===== src/rtl/mem_arb_pkg.sv =====
// Shared definitions for the unified memory port arbiter.
// Latency: n/a (types, constants and elaboration-time helpers only).
// Backpressure: n/a.
package mem_arb_pkg;

   // Owner tag stored per outstanding read; selects which requester gets the response.
   localparam logic OWNER_I = 1'b0;
   localparam logic OWNER_D = 1'b1;

   localparam int DEF_AW = 32;
   localparam int DEF_DW = 32;

   // Arbitration result for the current cycle.
   typedef enum logic {
      WIN_I = 1'b0,
      WIN_D = 1'b1
   } winner_e;

   // Occupancy counter must represent 0..max_outst inclusive.
   function automatic int cnt_width(input int max_outst);
      return $clog2(max_outst) + 1;
   endfunction

endpackage


===== src/rtl/mem_arb_tag_fifo.sv =====
// 1-bit owner-tag FIFO tracking reads in flight to memory, oldest at the head.
// Latency: push visible at head one cycle after write into an empty FIFO; head/empty/full are registered-state based.
// Backpressure: push ignored when full, pop ignored when empty; a same-cycle pop does not make room for a push when full.
//
// Ports:
//   clk, rst_n          clock, asynchronous active-low reset (clears contents and pointers)
//   push, push_tag      enqueue one owner tag
//   pop                 dequeue the head tag
//   head_tag            tag at the head (valid when !empty)
//   empty, full, count  occupancy status; count ranges 0..DEPTH
module mem_arb_tag_fifo
   import mem_arb_pkg::*;
#(
   parameter int DEPTH = 4
) (
   input  logic                        clk,
   input  logic                        rst_n,
   input  logic                        push,
   input  logic                        push_tag,
   input  logic                        pop,
   output logic                        head_tag,
   output logic                        empty,
   output logic                        full,
   output logic [cnt_width(DEPTH)-1:0] count
);

   localparam int PW = $clog2(DEPTH);
   localparam int CW = cnt_width(DEPTH);

   logic [DEPTH-1:0] tags;
   logic [PW-1:0]    wr_ptr;
   logic [PW-1:0]    rd_ptr;
   logic             do_push;
   logic             do_pop;

   // Status comes from the counter, so pointers can wrap freely (DEPTH is a power of 2).
   assign empty    = (count == '0);
   assign full     = (count == CW'(DEPTH));
   assign do_push  = push & ~full;
   assign do_pop   = pop & ~empty;
   assign head_tag = tags[rd_ptr];

   always_ff @(posedge clk or negedge rst_n) begin
      if (!rst_n) begin
         tags   <= '0;
         wr_ptr <= '0;
         rd_ptr <= '0;
         count  <= '0;
      end else begin
         if (do_push) begin
            tags[wr_ptr] <= push_tag;
            wr_ptr       <= wr_ptr + 1'b1;
         end
         if (do_pop) begin
            rd_ptr <= rd_ptr + 1'b1;
         end
         case ({do_push, do_pop})
            2'b10:   count <= count + 1'b1;
            2'b01:   count <= count - 1'b1;
            default: count <= count;
         endcase
      end
   end

endmodule


===== src/rtl/mem_port_arbiter.sv =====
// Shares one single-ported memory between instruction fetch (I, read-only) and data access (D).
// Latency: request-to-grant is combinational; mem_rvalid-to-x_rvalid is combinational; responses return in order.
// Backpressure: loser sees gnt=0 and holds; all requests blocked while MAX_OUTST reads are in flight.
//
// Ports:
//   clk, rst_n                          clock, asynchronous active-low reset
//   i_req/i_addr -> i_gnt               fetch request side; i_rvalid/i_rdata fetch response
//   d_req/d_we/d_addr/d_wdata -> d_gnt  data request side; d_rvalid/d_rdata data response
//   mem_req/mem_we/mem_addr/mem_wdata   request to memory, accepted when mem_gnt
//   mem_rvalid/mem_rdata                in-order read response from memory
//   outst_cnt                           reads in flight
//   err                                 sticky: response arrived with nothing outstanding
//
// Build option: define MEM_PORT_ARBITER_STARVE_GUARD_EN to let I override D after
// STARVE_LIMIT consecutive D wins while I is waiting. Default build is strict D priority.
module mem_port_arbiter
   import mem_arb_pkg::*;
#(
   parameter int AW           = DEF_AW,
   parameter int DW           = DEF_DW,
   parameter int MAX_OUTST    = 4,
   parameter int STARVE_LIMIT = 3
) (
   input  logic                            clk,
   input  logic                            rst_n,
   input  logic                            i_req,
   input  logic [AW-1:0]                   i_addr,
   output logic                            i_gnt,
   output logic                            i_rvalid,
   output logic [DW-1:0]                   i_rdata,
   input  logic                            d_req,
   input  logic                            d_we,
   input  logic [AW-1:0]                   d_addr,
   input  logic [DW-1:0]                   d_wdata,
   output logic                            d_gnt,
   output logic                            d_rvalid,
   output logic [DW-1:0]                   d_rdata,
   output logic                            mem_req,
   output logic                            mem_we,
   output logic [AW-1:0]                   mem_addr,
   output logic [DW-1:0]                   mem_wdata,
   input  logic                            mem_gnt,
   input  logic                            mem_rvalid,
   input  logic [DW-1:0]                   mem_rdata,
   output logic [cnt_width(MAX_OUTST)-1:0] outst_cnt,
   output logic                            err
);

   winner_e winner;
   logic    win_d;
   logic    fifo_full;
   logic    fifo_empty;
   logic    head_tag;
   logic    accept;
   logic    push;
   logic    push_tag;
   logic    pop;

`ifdef MEM_PORT_ARBITER_STARVE_GUARD_EN
   localparam int SW = (STARVE_LIMIT < 1) ? 1 : $clog2(STARVE_LIMIT + 1);

   logic [SW-1:0] starve_cnt;
   logic          starve_force;

   assign starve_force = (int'(starve_cnt) >= STARVE_LIMIT);

   // Counts D wins that happened while I was waiting; any I grant or I dropping its
   // request clears it. Saturates so it never wraps back below the limit.
   always_ff @(posedge clk or negedge rst_n) begin
      if (!rst_n) begin
         starve_cnt <= '0;
      end else if (!i_req || i_gnt) begin
         starve_cnt <= '0;
      end else if (d_gnt && !starve_force) begin
         starve_cnt <= starve_cnt + 1'b1;
      end
   end
`endif

   // D has priority; the starvation guard (when built) hands the slot to a waiting I.
   always_comb begin
      winner = WIN_I;
      if (d_req) begin
         winner = WIN_D;
      end
`ifdef MEM_PORT_ARBITER_STARVE_GUARD_EN
      if (i_req && starve_force) begin
         winner = WIN_I;
      end
`endif
   end

   assign win_d = (winner == WIN_D);

   // Full blocks writes too, keeping the request path independent of the op type.
   // rst_n gating keeps every handshake output low during reset.
   assign mem_req   = rst_n & (i_req | d_req) & ~fifo_full;
   assign mem_we    = win_d & d_we;
   assign mem_addr  = win_d ? d_addr : i_addr;
   assign mem_wdata = win_d ? d_wdata : '0;

   assign accept = mem_req & mem_gnt;
   assign i_gnt  = accept & ~win_d;
   assign d_gnt  = accept & win_d;

   // Only reads produce a response, so only reads take a FIFO slot.
   assign push     = accept & ~mem_we;
   assign push_tag = win_d ? OWNER_D : OWNER_I;

   assign pop      = rst_n & mem_rvalid & ~fifo_empty;
   assign i_rvalid = pop & (head_tag == OWNER_I);
   assign d_rvalid = pop & (head_tag == OWNER_D);
   assign i_rdata  = mem_rdata;
   assign d_rdata  = mem_rdata;

   // A response with nothing tracked (including one that was in flight across a reset)
   // is dropped and flagged until the next reset.
   always_ff @(posedge clk or negedge rst_n) begin
      if (!rst_n) begin
         err <= 1'b0;
      end else if (mem_rvalid && fifo_empty) begin
         err <= 1'b1;
      end
   end

   mem_arb_tag_fifo #(
      .DEPTH (MAX_OUTST)
   ) u_tag_fifo (
      .clk      (clk),
      .rst_n    (rst_n),
      .push     (push),
      .push_tag (push_tag),
      .pop      (pop),
      .head_tag (head_tag),
      .empty    (fifo_empty),
      .full     (fifo_full),
      .count    (outst_cnt)
   );

endmodule


===== config.mk =====
export PLATFORM = sky130hd
export DESIGN_NAME = mem_port_arbiter
export DESIGN_NICKNAME = d
export VERILOG_FILES = /design/src/rtl/mem_arb_pkg.sv /design/src/rtl/mem_arb_tag_fifo.sv /design/src/rtl/mem_port_arbiter.sv
export SDC_FILE = /design/constraint.sdc
export NUM_CORES = 1
export LEC_CHECK = 0
export CORE_AREA = 2 2 105 107
export CTS_CLUSTER_SIZE = 40
export DETAILED_ROUTE_END_ITERATION = 10
export DIE_AREA = 0 0 107 109
export MAX_ROUTING_LAYER = met4
export PLACE_DENSITY_LB_ADDON = 0.25
export SYNTH_ARGS = -nofsm -noshare
export SYNTH_HDL_FRONTEND = slang
export SYNTH_SLANG_ARGS = --single-unit

===== constraint.sdc =====
create_clock -name clk -period 1.85 [get_ports clk]
set_input_delay 0.37 -clock clk [delete_from_list [all_inputs] [get_ports clk]]
set_output_delay 0.37 -clock clk [all_outputs]
set_load 0.005 [all_outputs]

After elaboration in Yosys (flattened, before gate mapping)
Index checks and enable logic that the tools add are counted.
Widths: inputs -> output; s select.
{"block": "totals", "register_bits": 12, "output_inout_bits": 138}
{"block": "op_classes", "addsub": 4, "n_lt_le_gt_ge": 3, "n_eq_ne": 3, "muxes": 10, "bitwise_logic": 19, "n_reduce_logical": 4}
{"operator": "$mux 32", "count": 2}
{"operator": "$and 1x1->1", "count": 13}
{"operator": "$lt 2x3->1 const B", "count": 2}
{"operator": "$pmux 3 s2", "count": 1}
{"operator": "$not 1->1", "count": 5}
{"operator": "$add 2x1->2 const B", "count": 2}
{"operator": "$bwmux 4", "count": 1}
{"operator": "$mux 1", "count": 4}
{"operator": "$add 3x1->3 const B", "count": 1}
{"operator": "$eq 3x3->1 const B", "count": 1}
{"operator": "$logic_not 3->1", "count": 1}
{"operator": "$sub 3x1->3 const B", "count": 1}
{"operator": "$bmux 1 s2", "count": 1}
{"operator": "$demux 1 s2", "count": 1}
{"operator": "$eq 2x1->1 const B", "count": 1}
{"operator": "$eq 2x2->1 const B", "count": 1}
{"operator": "$ge 2x1->1 const B", "count": 1}
{"operator": "$logic_and 1x1->1", "count": 2}
{"operator": "$reduce_bool 2->1", "count": 1}
{"operator": "$or 1x1->1", "count": 1}

Longest topological paths before layout
Gate-level depths: netlist of run 1.
{"block": "depth", "depth_word": 8, "mapped_depth": 10, "depth_no_buf": 9}

Modules after synthesis
A second synthesis of run 1 with hierarchy kept.
{"block": "unflattened", "hier_cells": 203, "hier_area_um2": 1823.0}
{"module": "mem_port_arbiter", "n_inst": 1, "cells_per_inst": 149, "area_per_inst_um2": 1217.4, "seq_area_each_um2": 25.0}
{"module": "mem_arb_tag_fifo", "n_inst": 1, "cells_per_inst": 54, "area_per_inst_um2": 605.6, "seq_area_each_um2": 275.3}

Worst setup path before layout of run 1
No wires, ideal clock.
{"block": "synth_timing", "path_type": "reg-to-reg", "from": "register u_tag_fifo.count[0]", "to": "register u_tag_fifo.count[2]", "setup_ns": 0.079, "arrival_ns": 1.869, "setup_slack_ns": -0.099, "path_stages_with_launch": 10, "path_buffers": 0, "cell_sequence": "dfrtp_1 nor3b_4 nor3_2 inv_1 ha_1 inv_1 fa_1 xor2_1 nor2_1 xor2_1"}
{"block": "synth_via", "elab_chain_len": 8, "elab_cells_between_ends": 16, "cone_classes": "add/sub: 2; eq/ne: 3; mux: 1; bitwise: 8; reduce/logical: 2"}
{"element": "start, declared", "line": "mem_arb_tag_fifo.sv:24", "rtl": "output logic [cnt_width(DEPTH)-1:0] count"}
{"element": "start signal, assigned", "line": "mem_arb_tag_fifo.sv:58", "rtl": "2'b10: count <= count + 1'b1;"}
{"element": "start signal, assigned", "line": "mem_arb_tag_fifo.sv:59", "rtl": "2'b01: count <= count - 1'b1;"}
{"element": "start signal, assigned", "line": "mem_arb_tag_fifo.sv:60", "rtl": "default: count <= count;"}
{"element": "$eq 3x3->1", "line": "mem_arb_tag_fifo.sv:38", "rtl": "assign full = (count == CW'(DEPTH));"}
{"element": "$not 1->1", "line": "mem_arb_tag_fifo.sv:39, mem_port_arbiter.sv:97"}
{"element": "$and 1x1->1", "line": "mem_port_arbiter.sv:97", "rtl": "assign mem_req = rst_n & (i_req | d_req) & ~fifo_full;"}
{"element": "$and 1x1->1", "line": "mem_port_arbiter.sv:102", "rtl": "assign accept = mem_req & mem_gnt;"}
{"element": "$and 1x1->1", "line": "mem_port_arbiter.sv:107", "rtl": "assign push = accept & ~mem_we;"}
{"element": "$and 1x1->1", "line": "mem_arb_tag_fifo.sv:39", "rtl": "assign do_push = push & ~full;"}
{"element": "$eq 2x1->1 or $eq 2x2->1 (tied branches)", "line": "mem_arb_tag_fifo.sv:57", "rtl": "case ({do_push, do_pop})"}
{"element": "$pmux 3 s2 or $reduce_bool 2->1 (tied branches)"}
Several ways; a longest one is shown, not always the timed one.
A chain may end at the register's enable or synchronous reset.

Worst setup path in the final report of run 1
{"block": "layout_timing", "from": "register u_tag_fifo.count[2]", "to": "output port i_gnt"}
{"block": "layout_via", "elab_chain_len": 5}
{"element": "$eq 3x3->1", "line": "mem_arb_tag_fifo.sv:38"}
{"element": "$not 1->1", "line": "mem_port_arbiter.sv:97"}
{"element": "$and 1x1->1", "line": "mem_port_arbiter.sv:97"}
{"element": "$and 1x1->1", "line": "mem_port_arbiter.sv:102"}
{"element": "$and 1x1->1", "line": "mem_port_arbiter.sv:103", "rtl": "assign i_gnt = accept & ~win_d;"}
{"element": "end, declared", "line": "mem_port_arbiter.sv:28", "rtl": "output logic i_gnt,"}
Every way passes these cells.

==> results of run 1 <==
## metal layers
layer / routed length [um] / part of all wire [%]
met1: 2730 / 38
met2: 3680 / 51
met3: 835 / 12
met4: 12 / 0.17
met5: 0 / 0
## path summary, 6_finish.rpt
check | end
max | i_gnt
min | u_tag_fifo.wr_ptr[0]
max reg2reg | u_tag_fifo.count[2]
min reg2reg | err
max in group asynchronous | u_tag_fifo.tags[2]
min in group clk | err
## layout by cell type, fill, tap and decap left out, types with 2 or more instances in the layout
master / Yosys / final
dlymetal6s2s_1: 0 / 22
and2_1: 33 / 33
buf_16: 0 / 3
o32a_1: 4 / 4
dfrtp_1: 12 / 11
dlygate4sd2_1: 0 / 30
diode_2: 0 / 2
clkdlybuf4s50_1: 0 / 117
ha_1: 5 / 4
nor4_1: 4 / 4
nor2_1: 3 / 2
buf_4: 64 / 23
buf_12: 0 / 2
clkbuf_8: 0 / 3
inv_1: 10 / 9
xor2_1: 3 / 3
xnor2_1: 3 / 3
buf_6: 1 / 3
clkbuf_2: 0 / 4
mux2_2: 32 / 32
## kinds of logic after synthesis
group,after synthesis
flip-flops,12
AND/OR/NAND/NOR,48
buffers and inverters,82
AO/OA/AOI/OAI,8
multiplexers,35
adder cells (fa/ha/maj),6
XOR/XNOR,6
## cell type report
cell class	instances	area [um^2]
Antenna cell	2	5.00
Clock buffer	4	45.0
Fill cell	1134	7000
Inverter	10	37.5
Multi-Input combinational cell	103	962
Sequential cell	12	302
Tap cell	140	175
Timing Repair Buffer	206	2080
## worst max-delay path, cell delays in order, from the launching register on
cell     delay, ns
dfrtp_1       0.37
nor3b_4       0.16
buf_6         0.12
buf_4         0.12
buf_6         0.11
or2_4         0.23
nor2_2        0.10
buf_2         0.13
## state kept, by name (all words and copies together), names as in the netlist
name               flops
u_tag_fifo.tags        4
u_tag_fifo.count       3
u_tag_fifo.rd_ptr      2
u_tag_fifo.wr_ptr      2
err                    1
## repair_timing
item                                    CTS  global route
cloned                                    2             0
endpoints found under the setup margin   65            27
setup buffers                             3             2
pin swaps                                 7             9
hold buffers                              0             0
gates resized for setup                  54            32
## power groups by stage
stage / sequential, W / combinational, W / clock (W)
4_1_cts: 0.000504 / 0.00140 / 0.000254
5_1_grt: 0.000525 / 0.00153 / 0.000269
6_report: 0.000506 / 0.00140 / 0.000244
3_5_place_dp: 0.000509 / 0.00137 / 0
3_3_place_gp: 0.000507 / 0.00134 / 0
2_1_floorplan: 0.000518 / 0.000619 / 0
## per-stage QoR
step           util, %  TNS (ns)  area, um^2  setup slack (ns)  hold slack (ns)
2_1_floorplan        -   -0.0834        1810           -0.0834           0.0744
3_3_place_gp      32.2    -16.44        3410            -0.550            0.443
3_5_place_dp      32.2    -16.85        3410            -0.561            0.446
4_1_cts           33.3    -0.391        3530            -0.135            0.362
5_1_grt           34.0    -0.446        3600            -0.202            0.175
6_report          34.0    -0.182        3600            -0.102            0.156
==> impl_metrics.env, run 1 <==
export IMPL_drt_wl_total_mm=7.26
export IMPL_rows=38
export IMPL_timing_fmax_mhz=512
export IMPL_hold_path_class="in -> async"
export IMPL_reg2reg_from="u_tag_fifo.count[0]"
export IMPL_synthFlopType="dfrtp_1"
export IMPL_use_met2_pct=19.6
export IMPL_first_pass_iters=4
export IMPL_status="finished with violations"
export IMPL_p_seq_share_pct=23.5
export IMPL_stdcell_count=477
export IMPL_syn_area_um2=1800
export IMPL_port_buffers=176
export IMPL_layout_drive_gt1_share_pct=25.4
export IMPL_dpl_cell_count=464
export IMPL_tritoncts="yes"
export IMPL_synth_compound_area_share_pct=4.73
export IMPL_grt_max_degree=23
export IMPL_syn_inst=197
export IMPL_grt_pass1_wl_mm=10.0
export IMPL_timing_final_crit_period_ns=1.95
export IMPL_synthTopCellsByCount="buf_4 (64), and2_1 (33), mux2_2 (32)"
export IMPL_yosysTopAreaCell="buf_4"
export IMPL_area_delta_synth_final_pct=100
export IMPL_fin_crit_sh_pct=106
export IMPL_clkPwrFrac_pct=11.3
export IMPL_finalSetupViolCount=2
export IMPL_cp_required_ns=1.48
export IMPL_hold_viol=0
export IMPL_die_h_um=109
export IMPL_die_area_um2=11700
export IMPL_synthAdderAreaFrac_pct=4.59
export IMPL_power_w=0.00215
export IMPL_cts_sinks=12
export IMPL_gp_congestion=0.725
export IMPL_syn_mean_instance_area_um2=9.13
export IMPL_ir_drop_v=0.000457
export IMPL_core_area_um2=10600
export IMPL_yosysUniqueCellTypes=30
export IMPL_start_kind="flip-flop"
export IMPL_final_max_slew_violation_count=0
export IMPL_reg2reg_slack_ns=-0.08
export IMPL_clock_skew_ns=0.00239
export IMPL_ys_seq_area_share_pct=16.7
export IMPL_crit_arrival_ns=1.58
export IMPL_reg2regPathDepth=10
export IMPL_switching_share_pct=31.6
export IMPL_clkLatencyLatePin_ns=0.24
export IMPL_antenna_found_initial=2
export IMPL_switchingPower_w=0.000680
export IMPL_grt_overflow_total=0
export IMPL_clock_path_buffers=2
export IMPL_clk_pin_slew_ns=0.05
export IMPL_timing_final_ws_setup_ns=-0.102
export IMPL_synth_top_family_by_area="buffers and inverters"
export IMPL_numCtsBuffers=3
export IMPL_synthTopCellsByArea="buf_4 (27%), mux2_2 (20%), dfrtp_1 (17%), and2_1 (11%), ha_1 (3.5%)"
export IMPL_synthMuxAreaShare_pct=22.7
export IMPL_violations="setup timing"
export IMPL_post_synth_top_area_fraction_pct=26.7
export IMPL_yosysWarnings=0
export IMPL_globalRouteMet3Util_pct=5.08
export IMPL_critical_path_class="reg -> out"
export IMPL_max_slew_margin_pct=82.5
export IMPL_gr_usage_met1_pct=13.1
export IMPL_synth_xor_area_share_pct=2.92
export IMPL_wl_per_cell_um=15.2
export IMPL_ys_ff_latch=12
export IMPL_power_frac_comb_pct=65.1
export IMPL_initial_core_util_pct=17.0
export IMPL_intPower_w=0.00147
export IMPL_crit_path_start="u_tag_fifo.count[2]"
export IMPL_fin_nets=477
export IMPL_power_density_nw_per_um2=596
export IMPL_grt_busiest_layer="met2"
export IMPL_avgViaCountPerCell=3.79
export IMPL_synth_edf_count=0
export IMPL_syn_nets=338
export IMPL_hpwl_mm=6.09
export IMPL_cp_end_kind="primary output"
export IMPL_p_leak_nw=1.74
export IMPL_drtIter0Drc=32
export IMPL_cap_violations=0
export IMPL_vias=1809
export IMPL_grt_use_total_pct=11.6
export IMPL_ant_nets=0
export IMPL_grt_pass1_vias=1858
export IMPL_die_x_um=107
export IMPL_critPathMaxFanout=5
export IMPL_tightestPinTransition_ns=0.260
export IMPL_cts_max_level=1
export IMPL_rsz0062_at_grt="true"
export IMPL_synth_most_common_cell="buf_4"
export IMPL_drc_errors=0
export IMPL_cts_root_buf="clkbuf_8"
export IMPL_ys_async_sr_fraction_pct=100
export IMPL_ios=273
export IMPL_synth_simple_area_share_pct=17.2
Power figures use the tool's default switching activity.
==> inputs of run 2 (changes only) <==
- PLACE_DENSITY: not set -> 0.66
- PLACE_DENSITY_LB_ADDON: 0.25 -> not set
==> run 2 against run 1 <==
Compared with the run above:
- the run still ends with setup timing left
- wire length decreased by 14%
- non-clock buffer count decreased by 1
- sequential power increased by 0.8%
- combinational power decreased by 5%
- critical endpoint unchanged
- largest power group unchanged
==> impl_metrics.env, run 2 (synthesis gave the netlist of run 1 again) <==
export IMPL_status="finished with violations"
export IMPL_violations="setup timing"
export IMPL_power_w=0.00212
export IMPL_crit_buf_inv=3
export IMPL_path_common_cell="buf_4"
export IMPL_cp_cell_sequence="nor3b_4 > buf_4 > buf_4 > or2_4 > nor2_4 > buf_2"
export IMPL_fin_nets=476
export IMPL_ant_nets=0
export IMPL_critical_path_class="reg -> out"
export IMPL_tightestPinTransition_ns=0.229
export IMPL_final_common_cell="clkdlybuf4s50_1"
export IMPL_largest_reg_flops=4
export IMPL_layout_drive_gt1_share_pct=24.9
export IMPL_drtIter0Drc=40
export IMPL_clock_path_buffers=2
export IMPL_use_met2_pct=17.5
export IMPL_top_regs="u_tag_fifo.tags x4, u_tag_fifo.count x3"
export IMPL_fin_crit_sh_pct=101
export IMPL_cp_required_ns=1.48
export IMPL_grt_busiest_layer="met2"
export IMPL_p_leak_nw=1.63
export IMPL_timing_final_crit_period_ns=1.86
export IMPL_globalRouteMet3Util_pct=3.71
export IMPL_drc_errors=0
export IMPL_fin_util_pct=33.8
export IMPL_tritoncts="yes"
export IMPL_grt_pass1_vias=1920
export IMPL_hold_path_class="in -> async"
export IMPL_gp_congestion=0.812
export IMPL_cts_sinks=12
export IMPL_gr_usage_met1_pct=12.4
export IMPL_cap_violations=0
export IMPL_critPathMaxFanout=3
export IMPL_crit_arrival_ns=1.49
export IMPL_ios=273
export IMPL_num_antenna_cells=0
export IMPL_start_kind="flip-flop"
export IMPL_grt_use_total_pct=10.3
export IMPL_ir_drop_v=0.000510
export IMPL_numCtsBuffers=3
export IMPL_avgViaCountPerCell=3.80
export IMPL_timing_final_ws_setup_ns=-0.0122
export IMPL_finalSetupViolCount=2
export IMPL_final_setup_tns_ns=-0.0178
export IMPL_critPathSlowestCell="dfrtp_1"
export IMPL_antenna_found_initial=0
export IMPL_drt_wl_total_mm=6.22
export IMPL_rsz0062_at_grt="true"
export IMPL_stdcell_count=474
export IMPL_hold_viol=0
export IMPL_grt_overflow_total=0
export IMPL_hpwl_mm=5.22
export IMPL_clk_pin_slew_ns=0.05
export IMPL_grt_pass1_wl_mm=9.36
export IMPL_critPathTopFamily="simple AND/OR/NAND/NOR gates"
export IMPL_hold_slack_ns=0.174
export IMPL_cts_max_level=1
export IMPL_first_pass_iters=5
export IMPL_wl_per_cell_um=13.1
export IMPL_vias=1803
export IMPL_grt_max_degree=20
export IMPL_clock_skew_ns=0.00305
export IMPL_power_density_nw_per_um2=592
export IMPL_top_register="u_tag_fifo.tags"
export IMPL_area_delta_synth_final_pct=99.1
export IMPL_clkLatencyLatePin_ns=0.24
export IMPL_initial_core_util_pct=17.0
export IMPL_max_stage_delay_ns=0.39
export IMPL_cts_root_buf="clkbuf_8"
export IMPL_rows=38
export IMPL_die_area_um2=11700
export IMPL_final_max_slew_violation_count=0
export IMPL_cp_end_kind="primary output"
export IMPL_multi_input_area_um2=971
export IMPL_max_slew_margin_pct=84.6
export IMPL_area_sequential_um2=302
export IMPL_core_area_um2=10600
export IMPL_dpl_cell_count=464
export IMPL_die_h_um=109
export IMPL_final_cell_mix="clkdlybuf4s50_1 (125), and2_1 (33), mux2_2 (32), dlygate4sd2_1 (32), buf_4 (22)"
export IMPL_port_buffers=176
export IMPL_timing_fmax_mhz=537
export IMPL_fillCellCount=1088
export IMPL_die_x_um=107
## run 2: changes by cell type in the layout (fill, tap and decap cells not counted), moves of 2 or more
cell	before	now
clkbuf_2	4	1
clkdlybuf4s50_1	117	125
diode_2	2	0
dlygate4sd2_1	30	32
dlymetal6s2s_1	22	14
## run 2: area by class of cell
| cell class | count | area share, % |
|---|---|---|
| well taps | 140 | 4.89 |
| repair buffers | 205 | 57.0 |
| multi-input cells | 103 | 27.1 |
| inverters | 10 | 1.05 |
| flip-flops and latches | 12 | 8.42 |
| clock buffers | 4 | 1.54 |
## run 2: path summary, 6_finish.rpt
kind,from,end,slack [ns],cells past startpoint
max,u_tag_fifo.count[2],i_gnt,-0.01,6
min,rst_n,u_tag_fifo.count[1],0.17,2
max reg2reg,u_tag_fifo.count[0],u_tag_fifo.count[2],0.02,9
min reg2reg,err,err,0.45,1
max in group asynchronous,rst_n,u_tag_fifo.rd_ptr[1],1.41,3
min in group clk,err,err,0.45,1
## run 2: per-layer routing
| layer | part of all wire (%) | routed length (um) | up-vias |
|---|---|---|---|
| met5 | 0 | 0 | - |
| met2 | 49 | 3070 | 148 |
| li1 | - | - | 858 |
| met4 | 0 | 0 | 0 |
| met1 | 40 | 2470 | 797 |
| met3 | 11 | 684 | 0 |
## run 2: through the flow
stage | setup slack [ns] | cell area, um^2
floorplan | -0.0834 | 1810
global placement | -0.450 | 3400
detailed placement | -0.501 | 3400
CTS | -0.0168 | 3520
global route | -0.0802 | 3580
finish | -0.0122 | 3580
## run 2: power breakdown
part | switching [W] | internal [W] | total, W
logic | 0.000458 | 0.000871 | 0.00133
registers | 0.000109 | 0.000401 | 0.000510
clock network | 0.0000928 | 0.000188 | 0.000280
## run 2: timing repair
item	in CTS	in global routing
gates cloned	1	0
hold buffers	0	0
resized for setup	58	21
endpoints found under the setup margin	60	19
pin swaps	7	2
endpoints found under the hold margin	0	0
setup buffers	4	1
==> RTL change (settings of run 1) <==
Register the output `outst_cnt`, cleared by the reset; this adds one clock of latency there. The other outputs are not delayed to match.
--- a/src/rtl/mem_port_arbiter.sv
+++ b/src/rtl/mem_port_arbiter.sv
@@ -47,2 +47,4 @@
 );
+
+   logic [cnt_width(MAX_OUTST)-1:0] outst_cnt_d;
 
@@ -136,4 +138,12 @@
       .full     (fifo_full),
-      .count    (outst_cnt)
+      .count    (outst_cnt_d)
    );
+
+   always_ff @(posedge clk or negedge rst_n) begin
+      if (!rst_n) begin
+         outst_cnt <= '0;
+      end else begin
+         outst_cnt <= outst_cnt_d;
+      end
+   end
 
Formal check against the unedited RTL: not equivalent (Yosys sat finds a counterexample within 4 cycles, from zero or initial values and one cycle with rst_n low).
==> RTL change against run 1 <==
  * The flow still finishes with violations (setup timing)
  * Power up 4.7%
  * Clock power rose by 9.4%
  * Setup slack gained 0.060 ns
  * Cell area rose by 2.3%
  * Sequential cell count grew 3
  * Synthesized area rose by 4.2%
  * Critical path depth decreased by 2
  * Final cell count grew 2.1%
  * Fmax up 3.1%
  * Wire length grew 10%
  * Via count grew 3.6%
  * Die area stayed put
  * Largest power group unchanged
==> RTL change: results (changes against run 1) <==
[clocking]
cts_max_level=1  ; unchanged
cts-resized-gates=80  ; was 54
post-cts-setup-buffers=7  ; was 3
clk_pin_slew_worst_paths_ns=0.06

[critical_path]
path_delay_family=flip-flops  ; was simple AND/OR/NAND/NOR gates
worst-r2r-setup-slack_ns=0.02  ; was -0.08 ns
critPathArrivalTime_ns=1.52  ; was 1.58 ns
critPathMaxStageDelay_ns=0.44  ; was 0.37 ns
crit_end=i_rvalid  ; was i_gnt
critPathSlowestCell=dfrtp_2  ; was dfrtp_1
cp_max_fo=3  ; was 5
rr_worst_depth=8  ; was 10

[status]
status=complete, but fails checks  ; unchanged
violations=setup timing  ; unchanged

[logic_synthesis]
ys_seq_area_share_pct=20.0  ; was 16.7%
syn-num-nets=341  ; was 338
yosys-top-cells-count=buf_4 (64), and2_1 (33), mux2_2 (32), dfrtp_1 (15), inv_1 (10)  ; was buf_4 (64), and2_1 (33), mux2_2 (32), dfrtp_1 (12), inv_1 (10)
syn-instance-count=200  ; was 197
synth_area_leaders=buf_4 (26%), dfrtp_1 (20%), mux2_2 (19%)  ; was buf_4 (27%), mux2_2 (20%), dfrtp_1 (17%)

[global_route]
grt_pass1_vias=1871  ; was 1858
antenna_found_initial=1  ; was 2
met1_usage_pct=13.6  ; was 13.1%
met2_usage_pct=23.1  ; was 19.6%
use_met3_pct=6.34  ; was 5.08%
grt_pass1_wl_mm=11.2  ; was 10.0 mm
track_usage_pct=13.0  ; was 11.6%

[power_and_ir_drop]
combPwrFrac_pct=60.9  ; was 65.1%
ir_worst_vdd_mv=0.382  ; was 0.457 mV
p_leak_nw=1.65  ; was 1.74 nW
switchingPower_w=0.000702  ; was 0.000680 W

[final_layout]
n_fill_cell=1114  ; was 1134
final_nets=488  ; was 477
top_regs=u_tag_fifo.tags (4), outst_cnt (3), u_tag_fifo.count (3)  ; was u_tag_fifo.tags (4), u_tag_fifo.count (3)

[timing]
setup_slack_ns=-0.0423  ; was -0.102 ns
final.setup.tns_ns=-0.0423  ; was -0.182 ns
setup_violations=1  ; was 2
worstMarginPinSlew_ns=0.267  ; was 0.260 ns
finalClockSkew_ns=0.00378  ; was 0.00239 ns
slew_violations=0  ; unchanged

[routing]
wl_mm=8.00  ; was 7.26 mm
wirelength_met1_mm=2.96  ; was 2.73 mm
dr_wl_met2_mm=4.03  ; was 3.68 mm
via_per_inst=3.85  ; was 3.79
dr_wl_met3_um=999  ; was 835 µm
drt_iter0_drc=19  ; was 32
wl_per_cell_um=16.4  ; was 15.2 µm

[place]
pre_cts_slack_ns=-0.578  ; was -0.561 ns
dpl_cell_area_um2=3470  ; was 3410 µm²
post-dp-hpwl_mm=7.02  ; was 6.09 mm
finalWeightedCongestion=0.797  ; was 0.725
dp.cells=466  ; was 464

[RTL change: layout make-up]
type                       count  area [µm²]  share of cell area [%]
timing repair buffer         214        2090                    56.6
multi-input combinational    103         963                    26.1
sequential                    15         377                    10.2
clock buffer                   4        45.0                    1.22
tap                          140         175                    4.75
inverter                      10        37.5                    1.02
antenna                        1        2.50                  0.0679
[RTL change: worst register-to-register path, cell delays in order, from the launching register on]
cell and delay [ns]:
dfrtp_2 0.44, buf_6 0.13, o311a_4 0.37, ha_2 0.20, inv_2 0.05, fa_2 0.18
xor2_1 0.15, nor2_1 0.06, xor2_1 0.15
[RTL change: logic make-up after synthesis]
| group | count (synthesis) | synth area share (%) |
|---|---|---|
| DFF | 15 | 20.0 |
| xor gates and xnor gates | 6 | 2.80 |
| and+or+nand+nor | 48 | 16.6 |
| muxes | 35 | 21.8 |
| adders and majority gates | 6 | 4.41 |
| AOI/OAI and AO/OA | 8 | 4.54 |
| buffers and inverters | 82 | 29.9 |
